`src/rtl/graphics_tile_renderer.sv`:
```
// rtl/graphics_tile_renderer.sv - tile-map VGA pixel colour generator with blinking robot tile
// Optional grid-line overlay is enabled by defining GRID_LINES_EN.
module graphics_tile_renderer #(
   parameter int MAX_X       = 640,
   parameter int MAX_Y       = 480,
   parameter int TILE_SHIFT  = 6,
   parameter int COLS        = 10,
   parameter int ROWS        = 7,
   parameter int BLINK_SHIFT = 4
) (
   input  logic       clock_25,
   input  logic       reset,
   input  logic       video_on,
   input  logic [9:0] pix_x,
   input  logic [9:0] pix_y,
   input  logic       map_we,
   input  logic [6:0] map_addr,
   input  logic [1:0] map_data,
   input  logic       pos_valid,
   output logic       pos_ready,
   input  logic [3:0] pos_col,
   input  logic [2:0] pos_row,
   output logic [7:0] graph_r,
   output logic [7:0] graph_g,
   output logic [7:0] graph_b
);

   localparam int CELLS = COLS * ROWS;

   logic [1:0]  map_mem [CELLS];
   logic [9:0]  col_c, row_c;
   logic        in_grid_c, boundary;
   logic [6:0]  rd_idx;

   logic        v1, in_grid1;
   logic [3:0]  col1;
   logic [2:0]  row1;
   logic [1:0]  tile1;
`ifdef GRID_LINES_EN
   logic        line1;
`endif

   logic [3:0]  robot_col, pend_col;
   logic [2:0]  robot_row, pend_row;
   logic        pend_full;
   logic [BLINK_SHIFT:0] frame_cnt;
   logic [23:0] rgb_next;

   assign col_c     = pix_x >> TILE_SHIFT;
   assign row_c     = pix_y >> TILE_SHIFT;
   assign in_grid_c = (col_c < 10'(COLS)) && (row_c < 10'(ROWS)) &&
                      (pix_x < 10'(MAX_X)) && (pix_y < 10'(MAX_Y));
   assign rd_idx    = 7'(row_c[2:0]) * 7'(COLS) + 7'(col_c[3:0]);
   assign boundary  = (pix_x == 10'd0) && (pix_y == 10'(MAX_Y));
   assign pos_ready = !pend_full;

   // S1: tile lookup; the NBA write below leaves this read returning the old code
   always_ff @(posedge clock_25) begin
      if (reset) begin
         v1       <= 1'b0;
         in_grid1 <= 1'b0;
         col1     <= '0;
         row1     <= '0;
         tile1    <= '0;
`ifdef GRID_LINES_EN
         line1    <= 1'b0;
`endif
         for (int i = 0; i < CELLS; i++) map_mem[i] <= '0;
      end else begin
         v1       <= video_on;
         in_grid1 <= in_grid_c;
         col1     <= col_c[3:0];
         row1     <= row_c[2:0];
         tile1    <= in_grid_c ? map_mem[rd_idx] : 2'd0;
`ifdef GRID_LINES_EN
         line1    <= in_grid_c && ((pix_x[TILE_SHIFT-1:0] == '0) || (pix_y[TILE_SHIFT-1:0] == '0));
`endif
         if (map_we && (map_addr < 7'(CELLS)))
            map_mem[map_addr] <= map_data;
      end
   end

   // Robot position only moves at a frame boundary so a frame never tears
   always_ff @(posedge clock_25) begin
      if (reset) begin
         robot_col <= '0;
         robot_row <= '0;
         pend_col  <= '0;
         pend_row  <= '0;
         pend_full <= 1'b0;
         frame_cnt <= '0;
      end else begin
         if (boundary) begin
            frame_cnt <= frame_cnt + 1'b1;
            if (pend_full) begin
               robot_col <= pend_col;
               robot_row <= pend_row;
               pend_full <= 1'b0;
            end
         end
         if (pos_valid && !pend_full) begin
            pend_col  <= pos_col;
            pend_row  <= pos_row;
            pend_full <= 1'b1;
         end
      end
   end

   always_comb begin
      rgb_next = 24'h000000;
      if (!v1)
         rgb_next = 24'h000000;
      else if (in_grid1 && (col1 == robot_col) && (row1 == robot_row) && !frame_cnt[BLINK_SHIFT])
         rgb_next = 24'hFF0000;
`ifdef GRID_LINES_EN
      else if (line1)
         rgb_next = 24'h404040;
`endif
      else if (!in_grid1)
         rgb_next = 24'h808000;
      else begin
         case (tile1)
            2'd0:    rgb_next = 24'h808000;
            2'd1:    rgb_next = 24'h000081;
            2'd2:    rgb_next = 24'h604000;
            default: rgb_next = 24'hA0A0A0;
         endcase
      end
   end

   always_ff @(posedge clock_25) begin
      if (reset) begin
         graph_r <= '0;
         graph_g <= '0;
         graph_b <= '0;
      end else begin
         graph_r <= rgb_next[23:16];
         graph_g <= rgb_next[15:8];
         graph_b <= rgb_next[7:0];
      end
   end

endmodule

```
`config.mk`:
```
export PLATFORM = sky130hd
export DESIGN_NAME = graphics_tile_renderer
export DESIGN_NICKNAME = d
export VERILOG_FILES = /design/src/rtl/graphics_tile_renderer.sv
export SDC_FILE = /design/constraint.sdc
export NUM_CORES = 1
export LEC_CHECK = 0
export CAP_MARGIN = 5
export CORE_MARGIN = 4
export CORE_UTILIZATION = 48
export DETAILED_ROUTE_END_ITERATION = 6
export PLACE_DENSITY = 0.68
export SYNTH_ARGS = -nofsm -noshare
export SYNTH_HDL_FRONTEND = slang
export SYNTH_SLANG_ARGS = --single-unit
```
`constraint.sdc`:
```
create_clock -name clock_25 -period 5.1 [get_ports clock_25]
set_clock_uncertainty 0.05 [all_clocks]
set_input_delay 1.53 -clock clock_25 [delete_from_list [all_inputs] [get_ports clock_25]]
set_output_delay 1.53 -clock clock_25 [all_outputs]
set_load 0.05 [all_outputs]
```
[Word-level counts from Yosys, hierarchy flattened]
Memories as Yosys holds them, arrays and structs flattened. A register that Yosys moved wholly into a read port is not among the register bits.
Cells that the tools add are included.
Word-level totals
  flip-flop bits (word level): 53
  memory bits (writable): 140
  bits of input ports: 41
  output and inout bits: 25
  word-level logic and storage cells: 64
  memories kept: 1
Cells by class
  $add $sub $neg: 2
  multiply operators: 1
  magnitude comparators: 5
  equality and inequality tests: 5
  multiplexer cells: 13
  bitwise operators: 3
  reduce and logical (&&, ||, !) cells: 20
Memories
  map_mem: depth 70, bits a word 2, read ports 1, clocked after memory_dff 1, write ports 70, line 30  | logic [1:0] map_mem [CELLS];
Operators by type and width (number)
  $pmux W24 S3: 1
  $mux W24: 2
  $eq A10 B9 Y1 const B: 1
  $logic_not A10 Y1: 1
  $lt A10 B10 Y1 const B: 1
  $lt A10 B9 Y1 const B: 1
  $logic_and A1 B1 Y1: 9
  $mux W1: 8
  $add A7 B4 Y7: 1
  $lt A7 B7 Y1 const B: 1
  $mux W7: 1
  $mul A3 B3 Y6 const B: 1
  $reduce_or A2 Y1: 3
  $add A5 B1 Y5 const B: 1
  $eq A4 B4 Y1: 1
  $lt A4 B3 Y1 const B: 1
  $lt A4 B4 Y1 const B: 1
  $reduce_or A4 Y1: 1
  $eq A3 B3 Y1: 1
  $not A1 Y1: 3
  $reduce_or A3 Y1: 1
  $eq A2 B1 Y1 const B: 1
  $eq A2 B2 Y1 const B: 1
  $logic_not A1 Y1: 2
  4 further kinds: 4

[Logic depth before layout (Yosys ltp)]
Gate-level depths: netlist of run 1.
  word-level depth: 7
  gate-level depth with buffers: 13

[Worst setup path after synthesis of run 1]
OpenSTA, ideal clock, no wires.
  path kind: in2reg
  start point: in pix_x[7]
  end point: reg tile1[1], read port of map_mem
  setup time: 131 ps
  arrival: 3796 ps
  data required time: 4919 ps
  slack: 1123 ps
  stages: 10
  buffers on the path: 3
  cells stage by stage: ha_1 -> inv_1 -> fa_1 -> buf_2 -> buf_2 -> buf_2 -> mux4_2 -> mux4_2 -> o311ai_1 -> a311oi_1
Between the ends
  longest elaborated chain between the ends: 6
  elaborated cells between the ends (all ways): 8
  those cells by class: 1 x add/sub; 2 x order compare; 1 x bitwise; 4 x reduce/logical
RTL lines
  from (decl): line 14  | input logic [9:0] pix_x,
  branches (longest 6 deep; another with $lt A10 B10 Y1)
  to (decl): line 38  | logic [1:0] tile1;
Parallel ways; which one is timed is not known.
A chain may end at the register's enable or synchronous reset.

[Final worst setup path of run 1]
  start point: in pix_y[6]
  end point: reg tile1[0], read port of map_mem
Between the ends
  longest elaborated chain between the ends: 6
  elaborated cells between the ends (all ways): 9
  those cells by class: 1 x add/sub; 1 x mul; 2 x order compare; 1 x bitwise; 4 x reduce/logical
RTL lines
  from (decl): line 15  | input logic [9:0] pix_y,
  branches (longest 6 deep; another with $add A7 B4 Y7)
Parallel ways; which one is timed is not known.

==> results of run 1 <==
per-stage QoR:
stage	setup WS (ps)	util
5_1_grt	840	0.571
6_report	988	0.571
3_3_place_gp	448	0.534
4_1_cts	983	0.571
3_5_place_dp	409	0.534
2_1_floorplan	1120	-
state kept, by name (all words and copies together), names as in the netlist:
| signal | cells |
|---|---|
| robot_col | 4 |
| tile1 | 2 |
| frame_cnt | 5 |
| graph_r | 4 |
| col1 | 4 |
| map_mem | 256 |
| robot_row | 3 |
| pend_row | 3 |
| in_grid1 | 1 |
| graph_b | 2 |
| pend_col | 4 |
| graph_g | 3 |
| row1 | 3 |
| v1 | 1 |
| pend_full | 1 |
path summary, 6_finish.rpt:
check                       from  slack (ps)            to
setup / recovery        pix_y[6]         990      tile1[0]
hold / removal       pend_col[2]         440  robot_col[2]
setup reg to reg  map_mem[66][0]        3070      tile1[0]
hold reg to reg      pend_col[2]         440  robot_col[2]
synthesized netlist by cell type, types with 2 or more instances:
cell type / instances / area share
a211oi_1: 3 / 0.0017
a21o_1: 72 / 0.041
a21oi_1: 7 / 0.0027
a221o_1: 4 / 0.0030
a221oi_1: 4 / 0.0027
a311oi_1: 2 / 0.0013
and2_1: 6 / 0.0028
buf_1: 5 / 0.0014
buf_12: 2 / 0.0030
buf_2: 6 / 0.0023
buf_4: 17 / 0.0097
buf_6: 6 / 0.0051
clkbuf_1: 27 / 0.0077
dfxtp_1: 40 / 0.061
edfxtp_1: 256 / 0.58
ha_1: 10 / 0.0095
inv_1: 9 / 0.0026
mux2_2: 14 / 0.012
mux2i_1: 34 / 0.026
mux4_1: 17 / 0.034
mux4_2: 37 / 0.063
nand2_1: 45 / 0.013
nand2b_1: 9 / 0.0043
nand3_1: 6 / 0.0023
nand4_1: 3 / 0.0014
nand4b_1: 2 / 0.0013
nor2_1: 187 / 0.053
nor2b_1: 13 / 0.0062
nor3_1: 12 / 0.0045
nor3b_1: 2 / 0.0011
nor4_1: 3 / 0.0014
o211ai_1: 2 / 0.0011
o21ai_0: 6 / 0.0023
o221ai_1: 3 / 0.0020
o22ai_1: 8 / 0.0038
xnor2_1: 7 / 0.0046
xor2_1: 9 / 0.0060
critical path, stage by stage:
cell and delay, ps:
clkdlybuf4s50_1 540, ha_1 190, inv_1 60, fa_2 570, buf_4 300, mux4_1 340
mux4_2 500, mux2i_1 210, a21o_1 160, a2111oi_1 70
power groups by stage:
stage / Clock, mW / Combinational [mW] / Sequential, mW
floorplan: 0 / 0.442 / 2.85
global placement: 0 / 0.612 / 2.87
detailed placement: 0 / 0.620 / 2.87
CTS: 2.19 / 0.625 / 2.82
global route: 2.30 / 0.678 / 2.83
finish: 2.15 / 0.625 / 2.82
area by class of cell:
type / instances / area [um^2] / share of cell area
Timing Repair Buffer: 81 / 741 / 0.0480
Tap cell: 341 / 427 / 0.0277
Inverter: 9 / 33.8 / 0.00219
Sequential cell: 296 / 8490 / 0.550
Clock buffer: 39 / 860 / 0.0557
Clock inverter: 19 / 120 / 0.00779
Multi-Input combinational cell: 674 / 4750 / 0.308
metal layers:
metal,GRT usage,vias to the layer above,part of all wire
met5,0,-,0
met4,0.0485,0,0.026
met3,0.0411,55,0.073
met2,0.316,286,0.49
met1,0.251,3924,0.41
li1,-,3679,-
layout by cell type (no fill, tap or decap), drive strengths merged, types with 4 or more instances in the layout:
cell and instances:
mux4 54, clkinv 15, a221oi 5, nor4 4, a21o 72, nor3 12, edfxtp 256, o22ai 8
inv 12, nor2 187, buf 30, clkdlybuf4s50 51, xnor2 7, nor2b 13, and2 6, nand2 46
mux2i 34, conb 126, o21ai 7, dfxtp 40, a221o 4, clkbuf 39, ha 10, nand2b 9
a21oi 7, mux2 14, xor2 10, nand3 6
cell families (layout without fill, tap and decap cells):
logic type,Yosys count,in the layout,synth area share
other,1,126,0.000284
XOR/XNOR,17,17,0.0118
buffers and inverters,74,148,0.0334
AO/OA/AOI/OAI,122,122,0.0687
AND/OR/NAND/NOR,296,296,0.0977
flip-flops,296,296,0.643
adder cells (fa/ha/maj),11,11,0.0110
multiplexers,102,102,0.135
==> summary.txt, run 1 <==
Floorplanning
  – Die X: 174 um
  – Ports: 66
  – Placement row count: 60
  – Die area: 0.0302 mm^2
  – Die height: 174 um
  – Core Region: 0.0270 mm^2
  – Starting density of the core: 0.489

Timing
  – Unrepaired setup endpoints after global routing: false
  – Max-slew violations: 0
  – Fin. Hold Viols: 0
  – FMAX: 0.243 GHz
  – Hold slack final: 442 ps
  – Crit share post-route: 0.806
  – Final setup vio count: 0
  – Setup TNS: 0 ps
  – Final min period: 4110 ps
  – Worst rel slew slack: 0.248
  – Worst-Margin Slew: 1130 ps

Detailed routing
  – DR vias/cell: 5.44
  – Routed vias: 7944
  – Drt first pass iters: 5
  – DRT iter0 DRCs: 653
  – DR DRC count: 0
  – DRT antenna net count: 0
  – WL final: 28600 um
  – Routed wire per std cell: 19.6 um

Final layout
  – Antenna cells: 0
  – Final-stage net count: 1145
  – Syn-to-layout area delta: 16.7%
  – Ratio of cells with drive above 1 in the final layout: 0.122
  – Design Area, Final: 0.0154 mm^2
  – Final cell count without fillers: 1459
  – Filler cells: 2217

Worst setup path
  – Required @ worst endpoint: 5470 ps
  – WP data arrival: 4490 ps
  – Worst setup EP type: flop
  – Critical Path Source Type: input pin
  – Reg2Reg Depth: 5
  – Critical path class: in2reg
  – Peak fanout along the critical path: 20

Global route
  – First-pass GRT wire length: 44700 um
  – GRT Util Overall: 0.188
  – Number of global-route vias before repair: 7966
  – Total gr overflow: 0
  – Largest net degree at the start of global routing: 99
  – Initial antenna violation count: 0

Placed design
  – RePlAce Congestion: 0.830
  – Dpl cells: 1401
  – Port Buf Inserts: 55
  – DP HPWL: 18600 um
  – Post-place instance area: 0.0144 mm^2

Clocking
  – Max clock buf depth: 3
  – CTS sink cnt: 296
  – H-tree lvl count: 1
  – Clk_lat worst skew: 550 ps
  – # resized after CTS: 0
  – Post-CTS Hold Fix Bufs: 0
  – CTS root buf: clkbuf_16
  – CTS tree: done
  – TritonCTS Buffers: 31
  – Number of setup buffers added after CTS: 0
  – Reg clk slew, reported paths: 60 ps

Power and ir drop
  – Pwr dens: 363 mW/mm^2
  – Tot Pwr: 5.60 mW
  – Clock network fraction of design power: 0.385
  – Seq pwr share: 0.504
  – Power Internal: 4.29 mW
  – Combinational cell fraction of total power: 0.112
  – Sw Ratio: 0.234
  – VDD IR max: 0.000225 V
  – Sw power: 1.31 mW
  – Leakage: 5.84 nW

Synthesis
  – Yosys warnings: 0
  – Unique masters post-synth: 61
  – FF+latch count, synth: 296
  – Ys flop type: edfxtp_1
  – Sequential fraction of the synthesis area: 0.643
  – Post-Syn Area: 0.0132 mm^2
  – EDFF count, synth: 256
  – Synth async-reset ratio: 0
  – Syn Inst Count: 919
  – Avg Cell Area, Syn: 14.4 um^2

Run status
  – Outcome: complete, no violations

Worst hold path
  – Worst min-delay path class: reg2reg
  – Hold Path Stages: 2

Run
  – Max cap viols: 0
Note: power is estimated with default switching activity, not from simulation.
==> run 2, diff against run 1 <==
==> constraint.sdc (replaced) <==
create_clock -name clock_25 -period 4.05 [get_ports clock_25]
set_clock_uncertainty 0.05 [all_clocks]
set_input_delay 1.215 -clock clock_25 [delete_from_list [all_inputs] [get_ports clock_25]]
set_output_delay 1.215 -clock clock_25 [all_outputs]
set_load 0.05 [all_outputs]
==> run 2 against run 1 <==
Net effect: sequential cell count did not move; largest cell class unchanged; combinational power is 35% higher; highest routed layer unchanged; via count is 1.8% higher; core utilization increased by 0.98 points; critical path type unchanged.
==> summary.txt, run 2 (synthesis gave the netlist of run 1 again) <==
Global route
  – First-pass GRT wire length: 45600 um (+2.2%)
  – GRT Util Overall: 0.191 (+0.00355)
  – Total gr overflow: 0 (unchanged)
  – Number of global-route vias before repair: 8067 (+1.3%)
  – Largest net degree at the start of global routing: 102 (+3.0%)
  – Initial antenna violation count: 1 (+1)

Clocking
  – CTS root buf: clkbuf_16
  – TritonCTS Buffers: 31 (unchanged)
  – # resized after CTS: 0 (unchanged)
  – Reg clk slew, reported paths: 60 ps (about the same)
  – Post-CTS Hold Fix Bufs: 0 (unchanged)
  – CTS sink cnt: 296 (unchanged)
  – Clk_lat worst skew: 550 ps (about the same)
  – Number of setup buffers added after CTS: 0 (unchanged)
  – CTS tree: done
  – H-tree lvl count: 1 (unchanged)
  – Max clock buf depth: 3 (unchanged)

Timing
  – Max-slew violations: 0 (unchanged)
  – Setup TNS: 0 ps (unchanged)
  – Final setup vio count: 0 (unchanged)
  – Worst Slack Setup Final: 355 ps (-633 ps)
  – Unrepaired setup endpoints after global routing: false
  – FMAX: 0.271 GHz
  – Crit share post-route: 0.912
  – Final min period: 3700 ps
  – Worst rel slew slack: 0.224 (-0.0239)
  – Worst-Margin Slew: 1160 ps (+35.8 ps)
  – Fin. Hold Viols: 0 (unchanged)

Floorplanning
  – Core Region: 0.0270 mm^2 (unchanged)
  – Ports: 66 (unchanged)
  – Placement row count: 60 (unchanged)
  – Die X: 174 um (unchanged)
  – Die height: 174 um (unchanged)
  – Die area: 0.0302 mm^2 (unchanged)
  – Starting density of the core: 0.489 (unchanged)

Final layout
  – Filler cells: 2146 (-3.2%)
  – Max reg flops: 256 (unchanged)
  – Syn-to-layout area delta: 18.7%
  – Top Registers: map_mem: 256 flops, frame_cnt: 5 flops
  – Largest reg by FF count: map_mem
  – Ratio of cells with drive above 1 in the final layout: 0.141 (+0.0196)
  – Final-stage net count: 1182 (+3.2%)
  – Commonest non-fill, non-tap cells in the layout: 256 x edfxtp_1, 187 x nor2_1, 126 x conb_1, 72 x a21o_1, 58 x buf_4
  – Antenna cells: 0 (unchanged)
  – Most common cell after layout, fill and taps aside: edfxtp_1

Worst setup path
  – Peak fanout along the critical path: 18 (-10%)
  – Critical path class: in2reg
  – Critical Path Source Type: input pin
  – WP data arrival: 4050 ps (-440 ps)
  – Worst setup EP type: flop
  – Required @ worst endpoint: 4400 ps (-1070 ps)

Power and ir drop
  – VDD IR max: 0.000286 V (+27%)
  – Tot Pwr: 6.98 mW (+25%)
  – Pwr dens: 445 mW/mm^2 (+23%)
  – Leakage: 5.99 nW (+2.5%)

Placed design
  – Pre-CTS setup slack: -156 ps (-566 ps)
  – DP HPWL: 19400 um (+4.3%)
  – Port Buf Inserts: 55 (unchanged)
  – RePlAce Congestion: 0.826 (-0.53%)

Detailed routing
  – DRT iter0 DRCs: 846 (+30%)
  – DRT antenna net count: 0 (unchanged)
  – Routed wire per std cell: 19.3 um (-1.3%)
  – DR DRC count: 0 (unchanged)
  – DR vias/cell: 5.44 (-0.15%)
  – WL final: 28800 um (+0.64%)
  – Drt first pass iters: 5 (unchanged)
  – Routed vias: 8090 (+1.8%)

Run
  – Max cap viols: 0 (unchanged)

Worst hold path
  – Worst min-delay path class: reg2reg

Run status
  – Outcome: complete, no violations
## run 2: cell types whose count changed in the layout (fill, tap and decap cells not counted), moves of 2 or more
cell | before | now
clkinv_2 | 6 | 4
buf_12 | 1 | 6
clkbuf_8 | 3 | 0
clkbuf_1 | 2 | 6
buf_4 | 26 | 58
inv_4 | 2 | 0
clkbuf_2 | 2 | 0
## run 2: per-stage QoR
step / hold slack [ps] / area [um^2] / cells / util
floorplan: 408 / 13700 / 1044 / -
global route: 498 / 15700 / 1488 / 0.580
detailed placement: 438 / 14800 / 1438 / 0.547
global placement: 427 / 14800 / 1438 / 0.547
CTS: 453 / 15700 / 1488 / 0.580
finish: 452 / 15700 / 1488 / 0.580
## run 2: power breakdown
group | switching (mW) | internal [mW] | total (mW)
Clock | 1.09 | 1.50 | 2.59
Sequential | 0.0519 | 3.50 | 3.55
Combinational | 0.454 | 0.390 | 0.844
Total | 1.59 | 5.39 | 6.98
## run 2: worst max-delay path, stage by stage
cell             delay, ps
clkdlybuf4s50_1        540
ha_1                   200
inv_1                   60
fa_2                   610
buf_12                 180
mux4_2                 310
mux4_2                 540
o311ai_1               310
a311oi_1                80
## run 2: layer usage
layer / part of all wire / track usage / vias up / routed length (um)
met5: 0 / 0 / - / 0
met4: 0.015 / 0.0376 / 0 / 426
met3: 0.080 / 0.0333 / 40 / 2300
met2: 0.48 / 0.312 / 314 / 13800
met1: 0.43 / 0.276 / 3991 / 12200
li1: - / - / 3745 / -
## run 2: cell type report
class	count	area, um^2	area share
Sequential cell	296	8490	0.541
Multi-Input combinational cell	674	4750	0.303
Timing Repair Buffer	118	1080	0.0689
Clock buffer	37	798	0.0509
Tap cell	341	427	0.0272
Clock inverter	13	106	0.00678
Inverter	9	33.8	0.00215
## run 2: worst paths after layout
| check | start | endpoint | slack (ps) | depth (start not counted) |
|---|---|---|---|---|
| max | pix_y[6] | tile1[1] | 350 | 9 |
| min | pend_row[0] | robot_row[0] | 450 | 2 |
| max reg2reg | map_mem[66][0] | tile1[0] | 2030 | 5 |
| min reg2reg | pend_row[0] | robot_row[0] | 450 | 2 |
